==> src/rtl/gpi_input_conditioner.sv <==
// gpi_input_conditioner: pad control, synchroniser, debounce FSM, edge pulses, sticky status and IRQ for one GPI pad
// Ports: CLK_I/RST_I clock and async active-high reset; EN_I, STE_CFG_I -> PAD_IE_O, PAD_STE_O (registered);
// PAD_DI_I[0] pad level in; DB_LIMIT_I debounce length; LEVEL_O filtered level; RISE_O/FALL_O edge pulses;
// STATUS_O sticky edge flags cleared by IRQ_CLR_I; IRQ_O masked by IRQ_MASK_I.
module gpi_input_conditioner #(
  parameter int SYNC_STAGES = 2,
  parameter int DB_WIDTH = 8,
  parameter logic RESET_LEVEL = 1'b1
) (
  input  logic                CLK_I,
  input  logic                RST_I,
  input  logic                EN_I,
  input  logic [1:0]          STE_CFG_I,
  input  logic [DB_WIDTH-1:0] DB_LIMIT_I,
  input  logic [1:0]          IRQ_MASK_I,
  input  logic                IRQ_CLR_I,
  input  logic [1:0]          PAD_DI_I,
  output logic                PAD_IE_O,
  output logic [1:0]          PAD_STE_O,
  output logic                LEVEL_O,
  output logic                RISE_O,
  output logic                FALL_O,
  output logic [1:0]          STATUS_O,
  output logic                IRQ_O
);
  typedef enum logic [1:0] {OFF, SETTLE, TRACK} state_t;
  localparam logic [DB_WIDTH-1:0] SETTLE_CNT = DB_WIDTH'(SYNC_STAGES + 1);
  state_t state;
  logic [SYNC_STAGES-1:0] sync;
  logic [DB_WIDTH-1:0] cnt, cnt_inc, lim_m1;
  logic s, pad_unused;
  assign pad_unused = PAD_DI_I[1];
  assign s = sync[SYNC_STAGES-1];
  // a limit of 0 behaves like 1
  assign lim_m1 = (DB_LIMIT_I == '0) ? '0 : DB_LIMIT_I - 1'b1;
  // saturating increment
  assign cnt_inc = (&cnt) ? cnt : cnt + 1'b1;
  assign IRQ_O = |(STATUS_O & IRQ_MASK_I);
  always_ff @(posedge CLK_I or posedge RST_I) begin
    if (RST_I) begin
      state <= OFF;
      cnt <= '0;
      sync <= {SYNC_STAGES{RESET_LEVEL}};
      LEVEL_O <= RESET_LEVEL;
      RISE_O <= 1'b0;
      FALL_O <= 1'b0;
      STATUS_O <= 2'b00;
      PAD_IE_O <= 1'b0;
      PAD_STE_O <= 2'b00;
    end else begin
      PAD_IE_O <= EN_I;
      PAD_STE_O <= STE_CFG_I;
      sync <= {sync[SYNC_STAGES-2:0], PAD_DI_I[0]};
      RISE_O <= 1'b0;
      FALL_O <= 1'b0;
      // a new edge outranks a simultaneous clear
      STATUS_O <= (STATUS_O & ~{2{IRQ_CLR_I}}) | {FALL_O, RISE_O};
      case (state)
        OFF: begin
          cnt <= '0;
          if (EN_I) state <= SETTLE;
        end
        SETTLE: begin
          if (!EN_I) begin
            state <= OFF;
            cnt <= '0;
          end else if (cnt == SETTLE_CNT) begin
            LEVEL_O <= s;
            cnt <= '0;
            state <= TRACK;
          end else cnt <= cnt_inc;
        end
        TRACK: begin
          if (!EN_I) begin
            state <= OFF;
            cnt <= '0;
          end else if (s == LEVEL_O) cnt <= '0;
          else if (cnt == lim_m1) begin
            LEVEL_O <= s;
            cnt <= '0;
            RISE_O <= s;
            FALL_O <= !s;
          end else cnt <= cnt_inc;
        end
        default: state <= OFF;
      endcase
    end
  end
endmodule
==> config.mk <==
export PLATFORM = sky130hd
export DESIGN_NAME = gpi_input_conditioner
export DESIGN_NICKNAME = d
export VERILOG_FILES = /design/src/rtl/gpi_input_conditioner.sv
export SDC_FILE = /design/constraint.sdc
export NUM_CORES = 1
export LEC_CHECK = 0
export BUFFER_PORTS_ARGS = -buffer_cell sky130_fd_sc_hd__buf_2
export CAP_MARGIN = 20
export CORE_ASPECT_RATIO = 1.1
export CORE_MARGIN = 5
export CORE_UTILIZATION = 27
export CTS_CLUSTER_SIZE = 16
export DETAILED_ROUTE_END_ITERATION = 8
export PLACE_DENSITY = 0.43
export SETUP_SLACK_MARGIN = 0.2
export SLEW_MARGIN = 20
export SYNTH_ARGS = -nofsm -noshare
export SYNTH_HDL_FRONTEND = slang
export SYNTH_SLANG_ARGS = --single-unit
==> constraint.sdc <==
create_clock -name CLK_I -period 1.9 [get_ports CLK_I]
set_input_delay 0.285 -clock CLK_I [delete_from_list [all_inputs] [get_ports CLK_I]]
set_output_delay 0.285 -clock CLK_I [all_outputs]
set_load 0.03 [all_outputs]
# Word-level counts from Yosys, hierarchy flattened
# Cells that the tools add are included.
# word_totals
reg_bits	20
latch_bits	0
ram_bits	0
mem_bits_ro	0
inputBits	18
output_inout_bits	9
word_cells	64
n_memories	0
# op_classes
addsub	2
mul	0
div	0
magnitude_cmp	0
eq_ne	13
n_shift	0
mux	27
bitwise_logic	4
n_reduce_logical	9
# ops
operator	n
8-bit 2-to-1 mux	7
8-bit case mux with 3 select lines	1
2-bit != test, second input constant	7
1-bit 2-to-1 mux	13
8-bit by 1-bit adder with 8-bit output, second input constant	1
8-bit by 2-bit == test with 1-bit output, second input constant	1
8-bit == test	1
8-bit logical NOT	1
2-bit 2-to-1 mux	4
8-bit AND reduction	1
8-bit by 1-bit subtractor with 8-bit output, second input constant	1
2-bit case mux with 3 select lines	1
6-bit AND reduction	1
2-bit bitwise AND	2
3-bit != test, second input constant	1
3-bit AND reduction	1
3-bit nonzero test	1
2-bit by 1-bit == test with 1-bit output, second input constant	1
2-bit == test, second input constant	1
2-bit logical NOT	1
2-bit inverter	1
2-bit OR	1
1-bit case mux with 2 select lines	1
2-bit nonzero test	1
other kinds (3)	3

# Logic depth before layout (Yosys ltp)
# Gate-level depths: netlist (run 1).
# logic_depth
depth_word	7
ltp_mapped	9
ltp_nobuf	8

# Worst setup path after synthesis (run 1)
# OpenSTA, ideal clock, no wires.
# synth_timing
kind	input to register
startpoint	in DB_LIMIT_I[0]
endpoint	reg cnt[1]
setup_ns	0.157
arrival_time_ns	2.554
required_time_ns	1.743
setup_slack_ns	-0.811
stages	9
n_path_buf	1
cell_sequence	inv_1 -> ha_1 -> or3b_1 -> buf_6 -> and2_1 -> o21a_1 -> or4b_4 -> o41ai_2 -> o221ai_1
# synth_via
elab_chain_len	7
word_cells_on_any_way	8
classes_between	1 x add/sub; 1 x eq/ne; 5 x mux; 1 x reduce/logical
# synth_rtl
item	line	rtl
from (decl)	14	input logic [DB_WIDTH-1:0] DB_LIMIT_I,
8-bit by 1-bit subtractor with 8-bit output or 8-bit logical NOT (tied branches)	35	assign lim_m1 = (DB_LIMIT_I == '0) ? '0 : DB_LIMIT_I - 1'b1;
8-bit 2-to-1 mux *	35	
8-bit == test *	78	else if (cnt == lim_m1) begin
8-bit 2-to-1 mux *	78	
8-bit 2-to-1 mux *	77	end else if (s == LEVEL_O) cnt <= '0;
8-bit 2-to-1 mux *	74	if (!EN_I) begin
8-bit case mux with 3 select lines *	58	case (state)
to (signal assigned)	71	end else cnt <= cnt_inc;
to (signal assigned)	83	end else cnt <= cnt_inc;
to (decl)	30	logic [DB_WIDTH-1:0] cnt, cnt_inc, lim_m1;
# Every way passes the cells marked *; elsewhere a longest branch is shown, timed or not.
# A chain may end at the register's enable or synchronous reset.

# Final worst setup path (run 1)
# layout_timing
startpoint	in DB_LIMIT_I[3]
endpoint	reg FALL_O
# layout_via
elab_chain_len	7
word_cells_on_any_way	8
classes_between	1 x add/sub; 1 x eq/ne; 5 x mux; 1 x reduce/logical
# layout_rtl
item	line	rtl
8-bit by 1-bit subtractor with 8-bit output or 8-bit logical NOT (tied branches)	35	
8-bit 2-to-1 mux *	35	
8-bit == test *	78	
1-bit 2-to-1 mux *	78	
1-bit 2-to-1 mux *	77	
1-bit 2-to-1 mux *	74	
1-bit 2-to-1 mux *	58	
to (signal assigned)	82	FALL_O <= !s;
to (decl)	22	output logic FALL_O,
# Marked as above.

==> summary.md, run 1 <==
| Metric | Value |
|---|---|
| CP Capture Type | flop |
| DP HPWL | between 3000 and 4000 um |
| WS Path Type | in -> reg |
| Fin worst setup slack | -0.578 ns |
| Max-slew violations | 0 |
| Worst EP arrival | ~2.6 ns |
| Top cell type's share of synthesized area | between 20% and 30% |
| CP Launch Type | input pin |
| Share of synthesized registers carrying an async set or reset | 100% |
| DRT antenna net count | 0 |
| Max-Cap Viols | 0 |
| Max Freq | just over 400 MHz |
| Mean post-synth cell area | between 9 and 10 um2 |
| Post-route minimum period | 2.48 ns |
| Clk_lat worst skew | between 0.2 and 0.3 ns |
| Final wirelength | between 4000 and 5000 um |
| Synth Area in XOR/XNOR | 2.47% |
| Worst r2r src | cnt[1]$_DFFE_PP0P_ |
| Clock slew at reported path FFs | ~0.080 ns |
| Clock Tree Root | clkbuf_8 |
| Top_reg_cell synth | dfrtp_1 |
| DIE AREA | a little under 0.007 mm2 |
| Syn nets | about 180 |
| # IOs | 27 |
| Num CTS Buffers | 3 |
| First-pass GRT wire length | approximately 7300 um |
| Rows | 27 |
| Tightest Hold Check Type | in -> reg |
| Sink Count | 20 |
| Cells along the critical path | buf_8 > or4_4 > o31a_1 > o21ai_1 > or4b_4 > or4_4 > nor4b_4 |
| Initial Utilization | 28.0% |
| Top post-synthesis cells by count | dfrtp_1 (17), inv_1 (11), a21oi_1 (9) |
| Area growth from synthesis to layout | 54.4% |
| Post-synthesis register bit count | 20 |
| Status | finished with violations |
| Final hold vios | 0 |
| Maximum vdd drop | 0.330 mV |
| DP Worst Slack | -0.994 ns |
| Worst R2R End | FALL_O$_DFF_PP0_ |
| Gpl congestion | about 0.83 |
| Vias in the first global route | around 1600 |
| Floorplan core area | between 0.005 and 0.006 mm2 |
| Antenna Cells | 0 |
| Die H | ~86 um |
| Width of the die | between 70 and 80 um |
| Starting DRT DRC Count | 88 |
| Synth Area in Compound Gates | between 20% and 30% |
| Yosys Warn Count | 0 |
| Synth Area in Adders | approximately 5.3% |
| Critical path's slowest cell | or4_4 |
| Maximum clock insertion buffer count | 2 |
| Most frequent cell after synthesis | dfrtp_1 |
| Area contributors post-synth | dfrtp_1 (30%), dfstp_2 (5.6%), ha_1 (5.3%) |
| Fraction of layout cells with a size suffix above 1 | a little under half |
| Worst setup path startpoint | DB_LIMIT_I[3] |
| CP most frequent cell | or4_4 |
| FF-to-FF path depth | 5 |
| Vias/cell | around 5.2 |
| Seq/Total Area, Yosys | between 30% and 40% |
| Pwr dens | roughly 750 mW/mm2 |
| Global Route Usage Sum | a little over an eighth |
| Vias | roughly 1500 |
| Largest family of logic cells by synthesized area | simple AND/OR/NAND/NOR gates |
| Pre-antenna DRT Iters | 4 |
| Residual DRC | 0 |
| Final period util | 130% |
| End point of the critical path | FALL_O$_DFF_PP0_ |
| Reg-to-reg setup timing slack | -0.20 ns |
| Largest net degree at the start of global routing | 15 |
| Initial antenna violation count | 0 |
| Synth Area in Simple Gates | 28.5% |
| Gr ovfl total | 0 |
| Worst path max stage delay | roughly 0.54 ns |
| Worst Skew | about 0.0037 ns |
| Final Util | 43.2% |
| CTS tree | yes |
| Syn Inst Count | around 160 |
| RSZ-0062 raised after global routing | yes |
| Area leader, netlist | dfrtp_1 |
| H-tree depth | 1 |
| Synth Cell Area | ~0.0014 mm2 |
| Setup violators final | 11 |
| Worst Tran Pin Value | approximately 0.47 ns |
| CP required | slightly above 2 ns |
| IO buf count | 25 |
| Wirelength per Cell | 15.0 um |
| Netlist cell types | 53 |
| Post-synthesis mux area share | between 2 and 2.5% |
| Fin nets | 251 |
| Violated checks | setup timing |
| Worst slew margin | around two thirds |
| Number of flops mapped to enable cells by yosys | 0 |
| Leakage power | between 0.9 and 1 nW |
| Max FO, Critical Path | 3 |
what timing repair did:
action	4_1_cts	5_1_grt
endpoints found under the hold margin	6	0
pin swaps	15	3
setup endpoints to repair	13	13
cloned	0	0
hold buffers	1	0
setup buffers	7	2
resized for setup	25	10
flip-flops by register name (all words and copies together) (netlist names):
| register | count |
|---|---|
| FALL_O | 1 |
| PAD_IE_O | 1 |
| cnt | 8 |
| PAD_STE_O | 2 |
| sync | 2 |
| LEVEL_O | 1 |
| RISE_O | 1 |
| state | 2 |
| STATUS_O | 2 |
power by group:
| group | switching [mW] | leakage, nW | internal (mW) |
|---|---|---|---|
| logic | 0.409 | 0.698 | 0.372 |
| clock network | 0.150 | 0.0288 | 0.184 |
| registers | 0.0546 | 0.259 | 0.483 |
layout by cell type, fill, tap and decap left out, drive strengths merged, types with 2 or more instances in the layout:
master,count
nand2,6
and3,3
or4b,2
a21boi,2
o21ai,11
ha,6
clkbuf,4
or3,3
o41ai,2
nor4,3
o211ai,3
or4,5
nand2b,4
a21o,3
nand3,8
buf,68
dfstp,3
and2,3
mux2i,3
xnor2,3
o22ai,2
a21oi,9
nor3,6
inv,11
nor2,6
dfrtp,17
nor3b,3
o211a,2
a31oi,2
nor2b,4
through the flow:
stage	cells	total power [mW]	instance area [um2]	TNS, ns	hold slack (ns)
2_1_floorplan	157	0.937	1480	-5.69	0.247
3_3_place_gp	270	1.16	1910	-9.73	0.219
3_5_place_dp	270	1.18	1910	-10.25	0.234
4_1_cts	282	1.60	2130	-5.79	0.112
5_1_grt	284	1.77	2190	-6.54	0.102
6_report	284	1.65	2190	-5.42	0.116
per-layer routing:
| metal | share of wire [%] | track usage, % | vias to the layer above |
|---|---|---|---|
| met1 | 45 | 16.6 | 708 |
| met5 | 0 | 0 | - |
| met4 | 0.61 | 4.53 | 0 |
| met2 | 51 | 23.8 | 29 |
| li1 | - | - | 731 |
| met3 | 3.1 | 1.47 | 2 |
cell families (layout without fill, tap and decap cells):
logic type	Yosys count	after routing
compound gates	45	45
simple gates	64	64
buf+inv	15	84
flops	20	20
mux	3	3
xor+xnor	4	4
fa+ha+maj	6	6
cell type report:
type | instances | area, um2
clock buffer | 4 | 55.1
fill | 492 | 2880
inverter | 11 | 58.8
multi-input combinational | 122 | 997
sequential | 20 | 504
tap | 58 | 72.6
timing repair buffer | 69 | 503
worst max-delay path, delay by kind of cell:
family / cells / cell delay [ns]
buf+inv: 1 / 0.10
compound gates: 2 / 0.44
simple gates: 4 / 1.81
how the worst min path moves through the flow:
stage	startpoint	end	slack, ns	cells after the start
finish	PAD_DI_I[0]	sync[0]$_DFF_PP1_	0.12	1
global route	PAD_DI_I[0]	sync[0]$_DFF_PP1_	0.10	1
CTS	PAD_DI_I[0]	sync[0]$_DFF_PP1_	0.11	1
detailed placement	RST_I	cnt[2]$_DFFE_PP0P_	0.23	2
global placement	RST_I	cnt[2]$_DFFE_PP0P_	0.22	2
floorplan	RST_I	FALL_O$_DFF_PP0_	0.25	1
Note: power is estimated with default switching activity, not from simulation.
==> run 2: changes to the inputs <==
--- a/config.mk
+++ b/config.mk
@@ -10,7 +10,6 @@
 export CORE_ASPECT_RATIO = 1.1
 export CORE_MARGIN = 5
 export CORE_UTILIZATION = 27
-export CTS_CLUSTER_SIZE = 16
 export DETAILED_ROUTE_END_ITERATION = 8
 export PLACE_DENSITY = 0.43
 export SETUP_SLACK_MARGIN = 0.2
@@ -18,3 +17,4 @@
 export SYNTH_ARGS = -nofsm -noshare
 export SYNTH_HDL_FRONTEND = slang
 export SYNTH_SLANG_ARGS = --single-unit
+export TNS_END_PERCENT = 50
==> summary.md, run 2 (synthesis gave the netlist of run 1 again) <==
| Metric | Value |
|---|---|
| Fraction of layout cells with a size suffix above 1 | roughly 40% |
| Clock slew at reported path FFs | around 0.080 ns |
| Max-Cap Viols | 0 |
| H-tree depth | 1 |
| Final hold vios | 0 |
| Maximum clock insertion buffer count | 2 |
| Worst r2r src | cnt[1]$_DFFE_PP0P_ |
| Worst path max stage delay | approximately 0.55 ns |
| Area of the multi-input gates | 920 um2 |
| Sink Count | 20 |
| DIE AREA | 0.00681 mm2 |
| Violated checks | setup timing |
| Starting DRT DRC Count | 60 |
| Placed cells | roughly 270 |
| Worst Tran Pin Value | between 0.4 and 0.5 ns |
| Max FFs per register | 8 |
| Vias in the first global route | between 1000 and 1500 |
| CP Capture Type | flop |
| Largest register by flop count | cnt |
| Setup violators final | 13 |
| Switching pwr | roughly 0.54 mW |
| Worst setup path startpoint | DB_LIMIT_I[3] |
| Pre-antenna DRT Iters | 4 |
| Initial antenna violation count | 0 |
| CTS tree | yes |
| Largest net degree at the start of global routing | 21 |
| Clock network fraction of total power | between 20% and 30% |
| WS Path Type | in -> reg |
| Width of the die | 79.1 um |
| Leakage power | around 0.97 nW |
| Antenna Cells | 0 |
| Gate power share | between 40% and 50% |
| Die H | ~86 um |
| Reg area | approximately 500 um2 |
| Fillers | between 500 and 600 |
| RSZ-0062 raised after global routing | yes |
| Worst slew margin | a little under three quarters |
| Tightest Hold Check Type | in -> async |
| Area growth from synthesis to layout | 47.3% |
| Final period util | 128% |
| Max Freq | 410 MHz |
| CP required | roughly 2.1 ns |
| Gr ovfl total | 0 |
| Global Route Usage Sum | between 10% and 20% |
| First-pass GRT wire length | around 6700 um |
| Num CTS Buffers | 3 |
| Cells along the critical path | buf_8 > or4_4 > o31a_1 > o21ai_1 > or4b_4 > or4_4 > nor4b_4 |
| Floorplan core area | 0.00507 mm2 |
| Most frequent cells in the layout | buf_4 (43), buf_2 (22), dfrtp_1 (17), a21oi_1 (9), inv_1 (9) |
| DP HPWL | about 3200 um |
| # IOs | 27 |
| CP most frequent cell | or4_4 |
| Max-slew violations | 0 |
| Final wirelength | between 3000 and 4000 um |
| Critical path's slowest cell | or4_4 |
| Status | finished with violations |
| Switching share of power | 35.7% |
| Wirelength per Cell | between 10 and 15 um |
| Max FO, Critical Path | 3 |
| Sequential power share | a little over a third |
| Worst Skew | 0.00246 ns |
| DRT antenna net count | 0 |
| Final std cells w/o fill | around 280 |
| Worst EP arrival | ~2.6 ns |
| Residual DRC | 0 |
| Clock Tree Root | clkbuf_8 |
| Gpl congestion | between 0.8 and 0.9 |
| Sum of negative setup slack | -4.95 ns |
| CP Launch Type | input pin |
| Fin nets | between 200 and 300 |
| Rows | 27 |
| Fin worst setup slack | -0.538 ns |
| Vias/cell | roughly 5.1 |
| Post-route minimum period | 2.44 ns |
| Maximum vdd drop | about 0.27 mV |
| Hold buffer count at CTS | 0 |
| Vias | 1453 |
| Clk_lat worst skew | ~0.26 ns |
| Initial Utilization | 28.0% |
| Internal power | slightly below 1 mW |
| IO buf count | 25 |
| Pwr dens | ~730 mW/mm2 |
| Most common cell after layout, fill and taps aside | buf_4 |
-- run 2: final cells by class --
cell class / instances / area share [%]
repair buffers: 68 / 22.9
well taps: 58 / 3.47
clock buffers: 4 / 2.63
multi-input cells: 122 / 44.0
inverters: 11 / 2.81
flip-flops and latches: 20 / 24.1
-- run 2: worst paths after layout --
check / slack (ns) / end / cells after the start
setup / recovery: -0.54 / FALL_O$_DFF_PP0_ / 7
hold / removal: 0.04 / PAD_STE_O[1]$_DFF_PP0_ / 3
setup reg to reg: -0.24 / FALL_O$_DFF_PP0_ / 5
hold reg to reg: 0.36 / sync[1]$_DFF_PP1_ / 0
max in group asynchronous: 1.59 / sync[0]$_DFF_PP1_ / 3
min in group CLK_I: 0.11 / sync[0]$_DFF_PP1_ / 1
-- run 2: power groups by stage --
stage / logic (mW) / registers, mW / clock network, mW
floorplan: 0.373 / 0.560 / 0
global placement: 0.602 / 0.543 / 0
CTS: 0.635 / 0.543 / 0.350
detailed placement: 0.613 / 0.542 / 0
global route: 0.702 / 0.553 / 0.366
finish: 0.640 / 0.544 / 0.333
-- run 2: worst max-delay path, delay by kind of cell --
kind	cells	cell delay (ns)
buf+inv	1	0.10
simple gates	4	1.81
compound gates	2	0.43
-- run 2: timing repair --
item,4_1_cts,5_1_grt
resized for setup,11,3
pin swaps,7,2
setup buffers,4,1
endpoints found under the setup margin,13,13
-- run 2: per-stage QoR --
stage               utilization (%)  worst slack, ns  power [mW]  area, um2  hold WS, ns
finish                         41.2           -0.538        1.52       2090       0.0359
detailed placement             38.2            -1.07        1.16       1940        0.332
CTS                            40.7           -0.510        1.53       2060       0.0450
floorplan                         -           -0.756       0.933       1480        0.247
global placement               38.2           -0.927        1.14       1940        0.323
global route                   41.2           -0.594        1.62       2090       0.0568
-- run 2: layer usage --
metal | GRT usage [%] | part of all wire, % | wire, um
met5 | 0 | 0 | 0
met3 | 1.16 | 3.0 | 117
met4 | 5.47 | 1.7 | 68
met1 | 14.4 | 47 | 1860
met2 | 22.7 | 48 | 1910
==> run 3: changes to the inputs <==
--- a/config.mk
+++ b/config.mk
@@ -7,11 +7,13 @@
 export LEC_CHECK = 0
 export BUFFER_PORTS_ARGS = -buffer_cell sky130_fd_sc_hd__buf_2
 export CAP_MARGIN = 20
+export CELL_PAD_IN_SITES_DETAIL_PLACEMENT = 0
+export CELL_PAD_IN_SITES_GLOBAL_PLACEMENT = 1
 export CORE_ASPECT_RATIO = 1.1
 export CORE_MARGIN = 5
-export CORE_UTILIZATION = 27
+export CORE_UTILIZATION = 37
 export DETAILED_ROUTE_END_ITERATION = 8
-export PLACE_DENSITY = 0.43
+export PLACE_DENSITY = 0.72
 export SETUP_SLACK_MARGIN = 0.2
 export SLEW_MARGIN = 20
 export SYNTH_ARGS = -nofsm -noshare
==> summary.md, run 3 (synthesis gave the netlist of run 1 again) <==
| Metric | Value |
|---|---|
| Status | finished with violations |
| Violated checks | setup timing |
| Max-Cap Viols | 0 |
| Clock Tree Root | clkbuf_8 |
| Fillers | 350 |
| Antenna Cells | 0 |
| Width of the die | between 60 and 70 um |
| CP required | ~2.1 ns |
| Worst Skew | around 0.0055 ns |
| Fin nets | between 200 and 250 |
| Num CTS Buffers | 3 |
| Post-route minimum period | around 2.5 ns |
| First-pass GRT wire length | a little over 7000 um |
| Die H | 74.9 um |
| Initial Utilization | approximately two fifths |
| WS Path Type | in -> reg |
| Wirelength per Cell | 15.5 um |
| H-tree depth | 1 |
| Final period util | 130% |
| Max FFs per register | 8 |
| Worst EP arrival | approximately 2.7 ns |
| CP Capture Type | flop |
| Clk_lat worst skew | roughly 0.26 ns |
| Fin worst setup slack | -0.575 ns |
| Final wirelength | 4220 um |
| Gpl congestion | just under 0.8 |
| Max FO, Critical Path | 5 |
| CTS tree | yes |
| Leakage power | around 0.97 nW |
| Hold WS | 0.0293 ns |
| Vias | approximately 1500 |
| Hold buffer count at CTS | 0 |
| Maximum clock insertion buffer count | 2 |
| DP HPWL | around 3100 um |
| Pre-antenna DRT Iters | 4 |
| Largest net degree at the start of global routing | 21 |
| CP Launch Type | input pin |
| Worst slew margin | 71.9% |
| DIE AREA | between 0.005 and 0.006 mm2 |
| IO buf count | 25 |
| Vias in the first global route | between 1500 and 2000 |
| RSZ-0062 raised after global routing | yes |
| Final hold vios | 0 |
| Fraction of layout cells with a size suffix above 1 | around 43% |
| Gr ovfl total | 0 |
| Sink Count | 20 |
| Clock slew at reported path FFs | ~0.080 ns |
| Residual DRC | 0 |
| Power Total | between 1.5 and 2 mW |
| Largest register by flop count | cnt |
| DRT antenna net count | 0 |
| Max-slew violations | 0 |
| Most frequent cells in the layout | buf_4 (36), buf_2 (23), dfrtp_1 (16), inv_1 (9), nand3_1 (8) |
| Floorplan core area | between 0.003 and 0.004 mm2 |
| Global Route Usage Sum | 16.7% |
| Vias/cell | 5.53 |
| Area growth from synthesis to layout | 50.8% |
| Starting DRT DRC Count | 29 |
| Tightest Hold Check Type | in -> async |
| Initial antenna violation count | 0 |
| Setup violators final | 11 |
| Rows | 23 |
| Max Freq | 404 MHz |
| Worst Tran Pin Value | ~0.42 ns |
| Pwr dens | 781 mW/mm2 |
| Maximum vdd drop | ~0.8 mV |
| Most common cell after layout, fill and taps aside | buf_4 |
| # IOs | 27 |
run 3: worst paths after layout:
path	startpoint	endpoint	slack (ns)	cells after the start
hold / removal	RST_I	state[1]$_DFFE_PP0P_	0.03	3
max in group asynchronous	RST_I	LEVEL_O$_DFFE_PP1P_	1.60	3
setup reg to reg	cnt[1]$_DFFE_PP0P_	FALL_O$_DFF_PP0_	-0.26	5
setup / recovery	DB_LIMIT_I[1]	FALL_O$_DFF_PP0_	-0.58	9
hold reg to reg	sync[0]$_DFF_PP1_	sync[1]$_DFF_PP1_	0.36	0
min in group CLK_I	PAD_DI_I[0]	sync[0]$_DFF_PP1_	0.11	1
run 3: final cells by class:
class	count	area [um2]	share of cell area, %
repair buffers	65	465	21.8
clock inverters	1	30.0	1.40
inverters	11	58.8	2.75
clock buffers	3	41.3	1.93
multi-input cells	123	976	45.6
well taps	50	62.6	2.92
flip-flops and latches	20	505	23.6
run 3: timing repair:
action,in CTS,in global routing
resized for setup,20,7
pin swaps,10,6
buffers inserted,3,2
setup endpoints to repair,13,13
gates cloned,1,0
endpoints found under the hold margin,0,0
run 3: where the power goes:
part           switching [mW]  internal (mW)
Sequential             0.0592          0.485
Combinational           0.363          0.329
Clock                   0.154          0.281
run 3: through the flow:
stage	instances	utilization (%)	instance area, um2	TNS, ns	worst slack, ns
4_1_cts	271	56.9	2100	-5.51	-0.564
3_3_place_gp	263	51.7	1900	-9.81	-1.03
6_report	273	58.1	2140	-5.45	-0.575
2_1_floorplan	157	-	1480	-5.70	-0.756
3_5_place_dp	263	51.7	1900	-10.08	-1.09
5_1_grt	273	58.1	2140	-6.48	-0.636
run 3: layer usage:
layer | GRT usage (%) | part of all wire (%) | up-vias
met3 | 2.40 | 3.5 | 8
met5 | 0 | 0 | -
met2 | 33.7 | 56 | 39
li1 | - | - | 722
met1 | 17.7 | 39 | 742
met4 | 6.29 | 1.8 | 0
run 3: worst max-delay path, cell delays in order:
cell,delay [ns]
buf_12,0.11
inv_12,0.04
ha_4,0.11
or3b_4,0.41
and2_4,0.18
o21a_1,0.16
or4b_4,0.54
or4_4,0.55
nor4b_4,0.26
